$ cat src/rtl/id_ex_stage.sv
// ID/EX pipeline register with load-use bubble insertion and EX-redirect flush.
// Optional stall/flush performance counters are enabled by defining ID_EX_PERF_CNT_EN.
module id_ex_stage #(
  parameter int unsigned XLEN   = 32,
  parameter int unsigned REG_AW = 5
) (
  input  logic              CLK_i,
  input  logic              RST_i,
  input  logic              ID_VALID_i,
  input  logic              FLUSH_i,
  input  logic [13:0]       CTRL_i,
  input  logic [2:0]        FUNCT3_i,
  input  logic [XLEN-1:0]   PC_i,
  input  logic [XLEN-1:0]   RD1_i,
  input  logic [XLEN-1:0]   RD2_i,
  input  logic [XLEN-1:0]   IMM_i,
  input  logic [REG_AW-1:0] RS1_i,
  input  logic [REG_AW-1:0] RS2_i,
  input  logic [REG_AW-1:0] RD_i,
  output logic              EX_VALID_o,
  output logic [13:0]       CTRL_o,
  output logic [2:0]        FUNCT3_o,
  output logic [XLEN-1:0]   PC_o,
  output logic [XLEN-1:0]   RD1_o,
  output logic [XLEN-1:0]   RD2_o,
  output logic [XLEN-1:0]   IMM_o,
  output logic [REG_AW-1:0] RS1_o,
  output logic [REG_AW-1:0] RS2_o,
  output logic [REG_AW-1:0] RD_o,
  output logic              STALL_o,
  output logic [31:0]       STALL_CNT_o,
  output logic [31:0]       FLUSH_CNT_o
);

  logic              ex_valid_q, ex_valid_d;
  logic [13:0]       ctrl_q, ctrl_d;
  logic [2:0]        funct3_q, funct3_d;
  logic [XLEN-1:0]   pc_q, pc_d, rd1_q, rd1_d, rd2_q, rd2_d, imm_q, imm_d;
  logic [REG_AW-1:0] rs1_q, rs1_d, rs2_q, rs2_d, rd_q, rd_d;

  logic ex_is_load;
  logic load_use;
  logic stall;

  // CTRL layout: [4] = REG_WRT, [8:7] = RSLT (2'd1 selects memory load data)
  assign ex_is_load = ex_valid_q & ctrl_q[4] & (ctrl_q[8:7] == 2'd1) & (rd_q != '0);
  assign load_use   = ex_is_load & ID_VALID_i & ((rd_q == RS1_i) | (rd_q == RS2_i));
  assign stall      = load_use & ~FLUSH_i;
  assign STALL_o    = stall;

  always_comb begin
    ex_valid_d = ID_VALID_i;
    ctrl_d     = ID_VALID_i ? CTRL_i : '0;
    funct3_d   = FUNCT3_i;
    pc_d       = PC_i;
    rd1_d      = RD1_i;
    rd2_d      = RD2_i;
    imm_d      = IMM_i;
    rs1_d      = RS1_i;
    rs2_d      = RS2_i;
    rd_d       = RD_i;
    if (FLUSH_i || stall) begin
      ex_valid_d = 1'b0;
      ctrl_d     = '0;
      funct3_d   = '0;
      pc_d       = '0;
      rd1_d      = '0;
      rd2_d      = '0;
      imm_d      = '0;
      rs1_d      = '0;
      rs2_d      = '0;
      rd_d       = '0;
    end
  end

  always_ff @(posedge CLK_i or posedge RST_i) begin
    if (RST_i) begin
      ex_valid_q <= 1'b0;
      ctrl_q     <= '0;
      funct3_q   <= '0;
      pc_q       <= '0;
      rd1_q      <= '0;
      rd2_q      <= '0;
      imm_q      <= '0;
      rs1_q      <= '0;
      rs2_q      <= '0;
      rd_q       <= '0;
    end else begin
      ex_valid_q <= ex_valid_d;
      ctrl_q     <= ctrl_d;
      funct3_q   <= funct3_d;
      pc_q       <= pc_d;
      rd1_q      <= rd1_d;
      rd2_q      <= rd2_d;
      imm_q      <= imm_d;
      rs1_q      <= rs1_d;
      rs2_q      <= rs2_d;
      rd_q       <= rd_d;
    end
  end

  assign EX_VALID_o = ex_valid_q;
  assign CTRL_o     = ctrl_q;
  assign FUNCT3_o   = funct3_q;
  assign PC_o       = pc_q;
  assign RD1_o      = rd1_q;
  assign RD2_o      = rd2_q;
  assign IMM_o      = imm_q;
  assign RS1_o      = rs1_q;
  assign RS2_o      = rs2_q;
  assign RD_o       = rd_q;

`ifdef ID_EX_PERF_CNT_EN
  logic [31:0] stall_cnt_q, stall_cnt_d;
  logic [31:0] flush_cnt_q, flush_cnt_d;

  // Saturating counters: hold at all-ones rather than wrap
  always_comb begin
    stall_cnt_d = stall_cnt_q;
    flush_cnt_d = flush_cnt_q;
    if (stall && (stall_cnt_q != '1)) stall_cnt_d = stall_cnt_q + 32'd1;
    if (FLUSH_i && (flush_cnt_q != '1)) flush_cnt_d = flush_cnt_q + 32'd1;
  end

  always_ff @(posedge CLK_i or posedge RST_i) begin
    if (RST_i) begin
      stall_cnt_q <= '0;
      flush_cnt_q <= '0;
    end else begin
      stall_cnt_q <= stall_cnt_d;
      flush_cnt_q <= flush_cnt_d;
    end
  end

  assign STALL_CNT_o = stall_cnt_q;
  assign FLUSH_CNT_o = flush_cnt_q;
`else
  assign STALL_CNT_o = '0;
  assign FLUSH_CNT_o = '0;
`endif

endmodule
$ cat config.mk
export PLATFORM = sky130hd
export DESIGN_NAME = id_ex_stage
export DESIGN_NICKNAME = d
export VERILOG_FILES = /design/src/rtl/id_ex_stage.sv
export SDC_FILE = /design/constraint.sdc
export NUM_CORES = 1
export LEC_CHECK = 0
export CAP_MARGIN = 20
export CORE_AREA = 2 2 153 155
export CTS_CLUSTER_SIZE = 16
export DETAILED_ROUTE_END_ITERATION = 10
export DIE_AREA = 0 0 155 157
export PLACE_DENSITY = 0.67
export SKIP_CTS_REPAIR_TIMING = 1
export SYNTH_ARGS = -nofsm -noshare
export SYNTH_HDL_FRONTEND = slang
export SYNTH_SLANG_ARGS = --single-unit
$ cat constraint.sdc
create_clock -name CLK_i -period 10.6 [get_ports CLK_i]
set_clock_uncertainty 0.15 [all_clocks]
set_input_delay 2.65 -clock CLK_i [delete_from_list [all_inputs] [get_ports CLK_i]]
set_output_delay 2.65 -clock CLK_i [all_outputs]
set_load 0.01 [all_outputs]
* Word-level counts from Yosys, hierarchy flattened
Index checks and enable logic that the tools add are counted.
** Word-level totals
- Register bits :: 161
- Output and inout port bits :: 226
- Word-level logic and storage cells :: 34
** Cells by class
- Equal/unequal tests :: 3
- Multiplexer cells :: 11
- Bitwise logic cells :: 8
- Reductions and logical operators :: 2
** Operators by type and width (number)
- $mux 32 :: 4
- $mux 14 :: 2
- $mux 5 :: 3
- $eq 5x5->1 :: 2
- $and 1x1->1 :: 6
- $reduce_bool 5->1 :: 1
- $mux 3 :: 1
- $eq 2x1->1 const B :: 1
- $logic_or 1x1->1 :: 1
- $mux 1 :: 1
- $not 1->1 :: 1
- $or 1x1->1 :: 1

* Logic depth before layout (Yosys ltp)
Gate-level depths: netlist of run 1.
- Word-level depth :: 8
- Mapped depth :: 7
- Depth with buffers taken out :: 4

* Worst setup path after synthesis of run 1
No wires, ideal clock.
- Kind :: input-to-output
- Start point :: in RS2_i[4]
- End point :: out STALL_o
- Arrival time :: 3565 ps
- Path slack :: 4235 ps
- Stages :: 5
- Path through :: xnor2_1 > nand3_1 > o22ai_2 > buf_2 > and3b_1
** Between the ends
- Longest elaborated chain between the ends :: 4
** Ends and longest elaborated chain
- start, declared :: RTL line 18 : input logic [REG_AW-1:0] RS2_i,
- $eq 5x5->1 :: RTL line 47 : assign load_use = ex_is_load & ID_VALID_i & ((rd_q == RS1_i) | (rd_q == RS2_i));
- $or 1x1->1 :: RTL line 47
- $and 1x1->1 :: RTL line 47
- $and 1x1->1 :: RTL line 48 : assign stall = load_use & ~FLUSH_i;
- end, declared :: RTL line 30 : output logic STALL_o,
No other way between the ends.

* Worst setup path after layout of run 1
Ends and elaborated chain as after synthesis.

==> results by group, run 1 <==
Run status
  • Status: complete, no violations

Finish
  • Core Util, Final: 47.9%
  • Fin cells: roughly 1200
  • Layout area overhead: 53.5%
  • Commonest non-fill, non-tap cell in the layout: clkdlybuf4s50_1
  • Most frequent cells in the layout: clkdlybuf4s50_1, dfrtp_1, nand2b_1
  • Fraction of layout cells with a size suffix above 1: 12.8%
  • Design Area, Final: 0.0108 mm^2
  • # fillers: 2104
  • Multi-input logic area: ~0.0025 mm^2
  • N_diodes: 0
  • Net count reported at finish: roughly 1100
  • FF/Latch Area: 0.00403 mm^2

STA
  • Tmin final: 7.99 ns
  • Slew Viols, Final: 0
  • Hold Fails Final Rpt: 0
  • Slew HR: between 20% and 30%
  • Post-route setup slack: 2.61 ns
  • Part of the cycle the worst path needs: 75.4%
  • Worst-margin pin slew: 1.05 ns
  • Final setup violation count: 0
  • RSZ-0062 raised after global routing: false
  • Max Clock Freq: between 100 and 150 MHz
  • Setup TNS: 0 ns

Placement
  • Port bufs: 325
  • Gpl congestion: 0.732
  • Post-DP HPWL: 12900 um
  • DP Area: 0.0102 mm^2
  • Placement Setup Slack: 2.60 ns
  • Placed cells: 1182

Routing
  • Vias: roughly 5300
  • Post-Route WL: 20000 um
  • Drt via density: about 4.4
  • Final ANT Viol Nets: 0
  • DRC: 0
  • Drt first pass iters: 4
  • Number of DRC markers in iteration 0: roughly 180
  • Avg WL per Cell: 16.5 um

Critical path
  • CP max FO: 162
  • Startpoint class of the critical path: input port
  • Flop-to-flop setup slack: 8.25 ns
  • CP Capture Type: primary output
  • CP required: 7.80 ns
  • Kind of critical path: input port to primary output
  • Worst path arrival time: 5.19 ns

Clock network
  • Clock transition at the registers of the reported paths: 0.07 ns
  • CTS Buf Count: 17
  • Clk buf depth: 2
  • CTS root buffer: clkbuf_16
  • Skew-Pair Late Insertion Delay: slightly above 0.4 ns
  • CTS tree: built
  • Num Clock Sinks: 161
  • H-Tree Depth: 4

Synthesis
  • Flops & latches, synth: about 160
  • Cell count after synthesis: roughly 620
  • Yosys cell types: 21
  • Mapped Area: 0.00702 mm^2
  • Synthesized area per cell: around 11 um^2
  • Register area share after synthesis: 57.4%
  • Synth Warn #: 0

Floorplanning
  • Die width: 155 um
  • Initial core utilization: approximately 31%
  • I/O pin total: 390
  • Die area: 0.0243 mm^2
  • Die Y: approximately 160 um
  • Core area: about 0.023 mm^2
  • Row count: 55

Global routing
  • Vias in the first global route: roughly 5400
  • Pin count of the biggest net entering global routing: roughly 160
  • GR Util All Layers: 15.8%
  • First-pass GRT wire length: 29700 um
  • Initial antenna violation count: 1
  • Grt ovf: 0

Power
  • Pleak: 4.56 nW
  • PD cells: 139 mW/mm^2
  • Max VDD drop: 0.0890 mV

Hold path
  • Worst min-delay path category: flop to flop

Run
  • Max_cap viols: 0
metal layers:
layer  wire length, um  global-route usage [%]  vias up  share of wire, %
met5                13                       0        -             0.065
met4               427                    5.73        2               2.1
met3              1720                    5.45       28               8.6
met2              9820                    27.2      260                49
met1              7990                    18.4     2550                40
li1                  -                       -     2464                 -
synthesized netlist by cell type, drive strengths merged:
cell type | n | area (um^2)
or4 | 1 | 7.51
nor2b | 1 | 6.26
xnor2 | 10 | 87.6
nand2 | 16 | 60.1
nor4b | 1 | 8.76
buf | 87 | 647
a21boi | 1 | 7.51
and3b | 1 | 8.76
dfrtp | 161 | 4030
clkbuf | 29 | 109
inv | 1 | 3.75
a21oi | 160 | 1100
nand3 | 3 | 15.0
conb | 1 | 3.75
o22ai | 1 | 12.5
nor2 | 1 | 3.75
nand2b | 146 | 913
state kept, by name (all words and copies together), names as in the netlist:
signal	cells
RD_o	5
RS1_o	5
EX_VALID_o	1
RD2_o	32
RD1_o	32
FUNCT3_o	3
IMM_o	32
RS2_o	5
CTRL_o	14
PC_o	32
cells by family after synthesis:
group	after synthesis	share of synthesized area, %
other cells	1	0.0534
compound gates	162	16.0
simple gates	170	14.6
buf+inv	117	10.8
xor+xnor	10	1.25
flops	161	57.4
report_power, final:
group / internal (mW) / total, mW / switching, mW
Combinational: 0.135 / 0.243 / 0.109
Sequential: 0.644 / 0.654 / 0.00978
Clock: 0.334 / 0.598 / 0.264
Total: 1.11 / 1.50 / 0.382
cell type report:
| type | count | area share, % |
|---|---|---|
| clock buffers | 19 | 4.11 |
| flip-flops and latches | 161 | 37.4 |
| well taps | 285 | 3.31 |
| clock inverters | 12 | 1.16 |
| inverters | 1 | 0.0812 |
| multi-input cells | 406 | 23.1 |
| repair buffers | 330 | 30.9 |
per-stage QoR:
stage / power [mW] / hold slack, ns
after CTS: 1.52 / 0.978
after detailed placement: 0.911 / 0.980
final: 1.50 / 0.938
after global routing: 1.56 / 1.01
after floorplan: 0.781 / 0.770
after global placement: 0.908 / 0.961
worst paths after layout:
check                          start   endpoint  cells past startpoint
hold / removal             CTRL_o[8]  CTRL_o[3]                      3
min in group asynchronous      RST_i  RD2_o[29]                      2
hold reg to reg            CTRL_o[8]  CTRL_o[3]                      3
setup / recovery            RS2_i[4]    STALL_o                      7
max in group asynchronous      RST_i   IMM_o[6]                      3
setup reg to reg             RD_o[2]   RD2_o[3]                      5
worst max-delay path: stages:
cell	delay (ns)
clkdlybuf4s50_1	0.50
xnor2_1	0.13
nand3_1	0.14
o22ai_4	0.22
buf_12	0.59
and3b_1	0.27
clkdlybuf4s50_1	0.54
No activity file was read; power rests on OpenSTA's default activity.
==> run 2: changes to the inputs <==
Settings changed: CORE_AREA 2 2 153 155 to 2 2 150 152, DIE_AREA 0 0 155 157 to 0 0 152 154, PLACE_DENSITY 0.67 to 0.69.
Clock period 10.6 ns to 8.15 ns, I/O delays scaled along.
==> run 2 against run 1 <==
  * Clock power rose by 31%
  * Core utilization rose by 1.8 points
  * Highest routed layer is now met4
  * Sequential power rose by 30%
  * Cell area barely moved
  * Setup slack got worse by 0.52 ns
  * Sequential cell count did not move
  * Total power rose by 30%
  * Via count fell by 0.15%
  * Sequential share of layout area barely moved
  * Hold slack got worse by 0.040 ns
==> results by group, run 2 (same netlist as run 1, synthesis figures left out) <==
Routing
  • WL met2: 9940 um (was 9820 um)
  • Highest Signal Layer: met4 (was met5)
  • Post-Route WL: 20000 um (about the same)
  • Final ANT Viol Nets: 0 (unchanged)
  • Vias: 5296 (was 5304)
  • Avg WL per Cell: 16.5 um (about the same)
  • Drt first pass iters: 4 (unchanged)
  • Met3 routed WL: 1520 um (was 1720 um)
  • Number of DRC markers in iteration 0: 220 (was 181)
  • DRC: 0 (unchanged)
  • Met1 WL: 8280 um (was 7990 um)
  • Drt via density: 4.37 (about the same)

Critical path
  • Crit path largest cell delay: 0.53 ns (was 0.59 ns)
  • Kind of critical path: input port to primary output (unchanged)
  • Cell chain of the critical path: clkdlybuf4s50_1 -> xnor2_1 -> nand3_1 -> o22ai_4 -> and3b_1 -> clkdlybuf4s50_1 (was clkdlybuf4s50_1 -> xnor2_1 -> nand3_1 -> o22ai_4 -> buf_12 -> and3b_1 -> clkdlybuf4s50_1)
  • CP Capture Type: primary output (unchanged)
  • CP max-delay cell: clkdlybuf4s50_1 (was buf_12)
  • CP max FO: 2 (was 162)
  • Worst path arrival time: 3.87 ns (was 5.19 ns)
  • Most frequent CP cell: clkdlybuf4s50_1 (unchanged)
  • Startpoint class of the critical path: input port (unchanged)
  • CP required: 5.96 ns (was 7.80 ns)

Floorplanning
  • Die width: 152 um (was 155 um)
  • Core area: 0.0217 mm^2 (was 0.0225 mm^2)
  • Die Y: 154 um (was 157 um)
  • Row count: 54 (was 55)
  • I/O pin total: 390 (unchanged)
  • Initial core utilization: 32.4% (was 31.2%)
  • Die area: 0.0234 mm^2 (was 0.0243 mm^2)

Clock network
  • Num Clock Sinks: 161 (unchanged)
  • Skew-Pair Late Insertion Delay: 0.41 ns (about the same)
  • Clk buf depth: 2 (unchanged)
  • CTS Buf Count: 17 (unchanged)
  • CTS tree: built (unchanged)
  • Clock transition at the registers of the reported paths: 0.07 ns (about the same)
  • CTS root buffer: clkbuf_16 (unchanged)
  • H-Tree Depth: 4 (unchanged)

STA
  • Final setup violation count: 0 (unchanged)
  • Hold Fails Final Rpt: 0 (unchanged)
  • Max Clock Freq: between 150 and 200 MHz
  • RSZ-0062 raised after global routing: false (unchanged)
  • Setup TNS: 0 ns (unchanged)
  • Worst-margin pin slew: 1.08 ns (was 1.05 ns)
  • Slew HR: 27.7% (was 29.7%)
  • Part of the cycle the worst path needs: 74.4%
  • Tmin final: 6.06 ns
  • Slew Viols, Final: 0 (unchanged)

Finish
  • Net count reported at finish: 1083 (was 1081)
  • Layout area overhead: 53.6% (was 53.5%)
  • Fraction of layout cells with a size suffix above 1: 13.1% (was 12.8%)
  • # fillers: 1972 (was 2104)
  • N_diodes: 0 (unchanged)
  • Most frequent cells in the layout: clkdlybuf4s50_1, dfrtp_1, nand2b_1 (unchanged)
  • Commonest non-fill, non-tap cell in the layout: clkdlybuf4s50_1 (unchanged)

Global routing
  • First-pass GRT wire length: 30700 um (was 29700 um)
  • Grt ovf: 0 (unchanged)
  • Pin count of the biggest net entering global routing: 162 (was 163)
  • Initial antenna violation count: 0 (was 1)
  • GR Util All Layers: 16.8% (was 15.8%)
  • Vias in the first global route: 5280 (was 5362)

Run status
  • Status: complete, no violations (unchanged)

Power
  • Final total power: 1.95 mW (was 1.50 mW)
  • Pleak: 4.58 nW (was 4.56 nW)
  • PD cells: 181 mW/mm^2 (was 139 mW/mm^2)
  • Max VDD drop: 0.117 mV (was 0.0890 mV)

Hold path
  • Worst min-delay path category: flop to flop (unchanged)

Placement
  • Port bufs: 325 (unchanged)
  • Gpl congestion: 0.771 (was 0.732)
  • Post-DP HPWL: 13100 um (was 12900 um)

Run
  • Max_cap viols: 0 (unchanged)
run 2: cell types whose count changed in the layout (fill, tap and decap cells not counted), sizes merged:
cell and delta:
buf +2, inv +2, clkbuf -1, clkinv +1, clkinvlp -1
run 2: report_power, final:
| part | internal, mW | leakage, nW | switching, mW | total, mW |
|---|---|---|---|---|
| Sequential | 0.838 | 2.08 | 0.0132 | 0.851 |
| Combinational | 0.175 | 2.22 | 0.141 | 0.316 |
| Clock | 0.431 | 0.276 | 0.351 | 0.782 |
| Total | 1.44 | 4.58 | 0.505 | 1.95 |
run 2: path summary, 6_finish.rpt:
check	startpoint	to	slack [ns]	cells past startpoint
setup reg to reg	RD_o[4]	EX_VALID_o	5.54	5
hold / removal	CTRL_o[8]	RD_o[2]	0.90	3
setup / recovery	RS2_i[4]	STALL_o	2.09	6
min in group asynchronous	RST_i	RD1_o[17]	1.87	2
hold reg to reg	CTRL_o[8]	RD_o[2]	0.90	3
max in group asynchronous	RST_i	IMM_o[10]	4.76	3
run 2: through the flow:
step	setup slack (ns)	util, %	instance area (um^2)	hold WS [ns]	cells
6_report	2.09	49.8	10800	0.898	1212
5_1_grt	1.97	49.8	10800	1.01	1212
4_1_cts	2.04	49.7	10800	0.953	1211
3_5_place_dp	2.04	47.0	10200	0.936	1179
3_3_place_gp	2.06	47.0	10200	0.942	1178
2_1_floorplan	1.61	-	7260	0.770	684
run 2: final cells by class:
type	instances	area (um^2)	share of cell area, %
Clock buffer	18	429	3.98
Clock inverter	14	143	1.32
Inverter	1	8.76	0.0812
Multi-Input combinational cell	406	2490	23.0
Sequential cell	161	4030	37.3
Tap cell	280	350	3.25
Timing Repair Buffer	332	3340	31.0
run 2: per-layer routing:
metal  GRT usage, %  vias to the layer above
met5              0                        -
met4           5.12                        0
met3           6.17                       15
met2           28.2                      258
met1           20.2                     2553
li1               -                     2470
run 2: worst max-delay path: cells and delay by family:
kind | cells | cell delay (ns)
AOI/OAI and AO/OA | 1 | 0.26
xor gates and xnor gates | 1 | 0.24
buffers and inverters | 2 | 0.97
and+or+nand+nor | 2 | 0.36
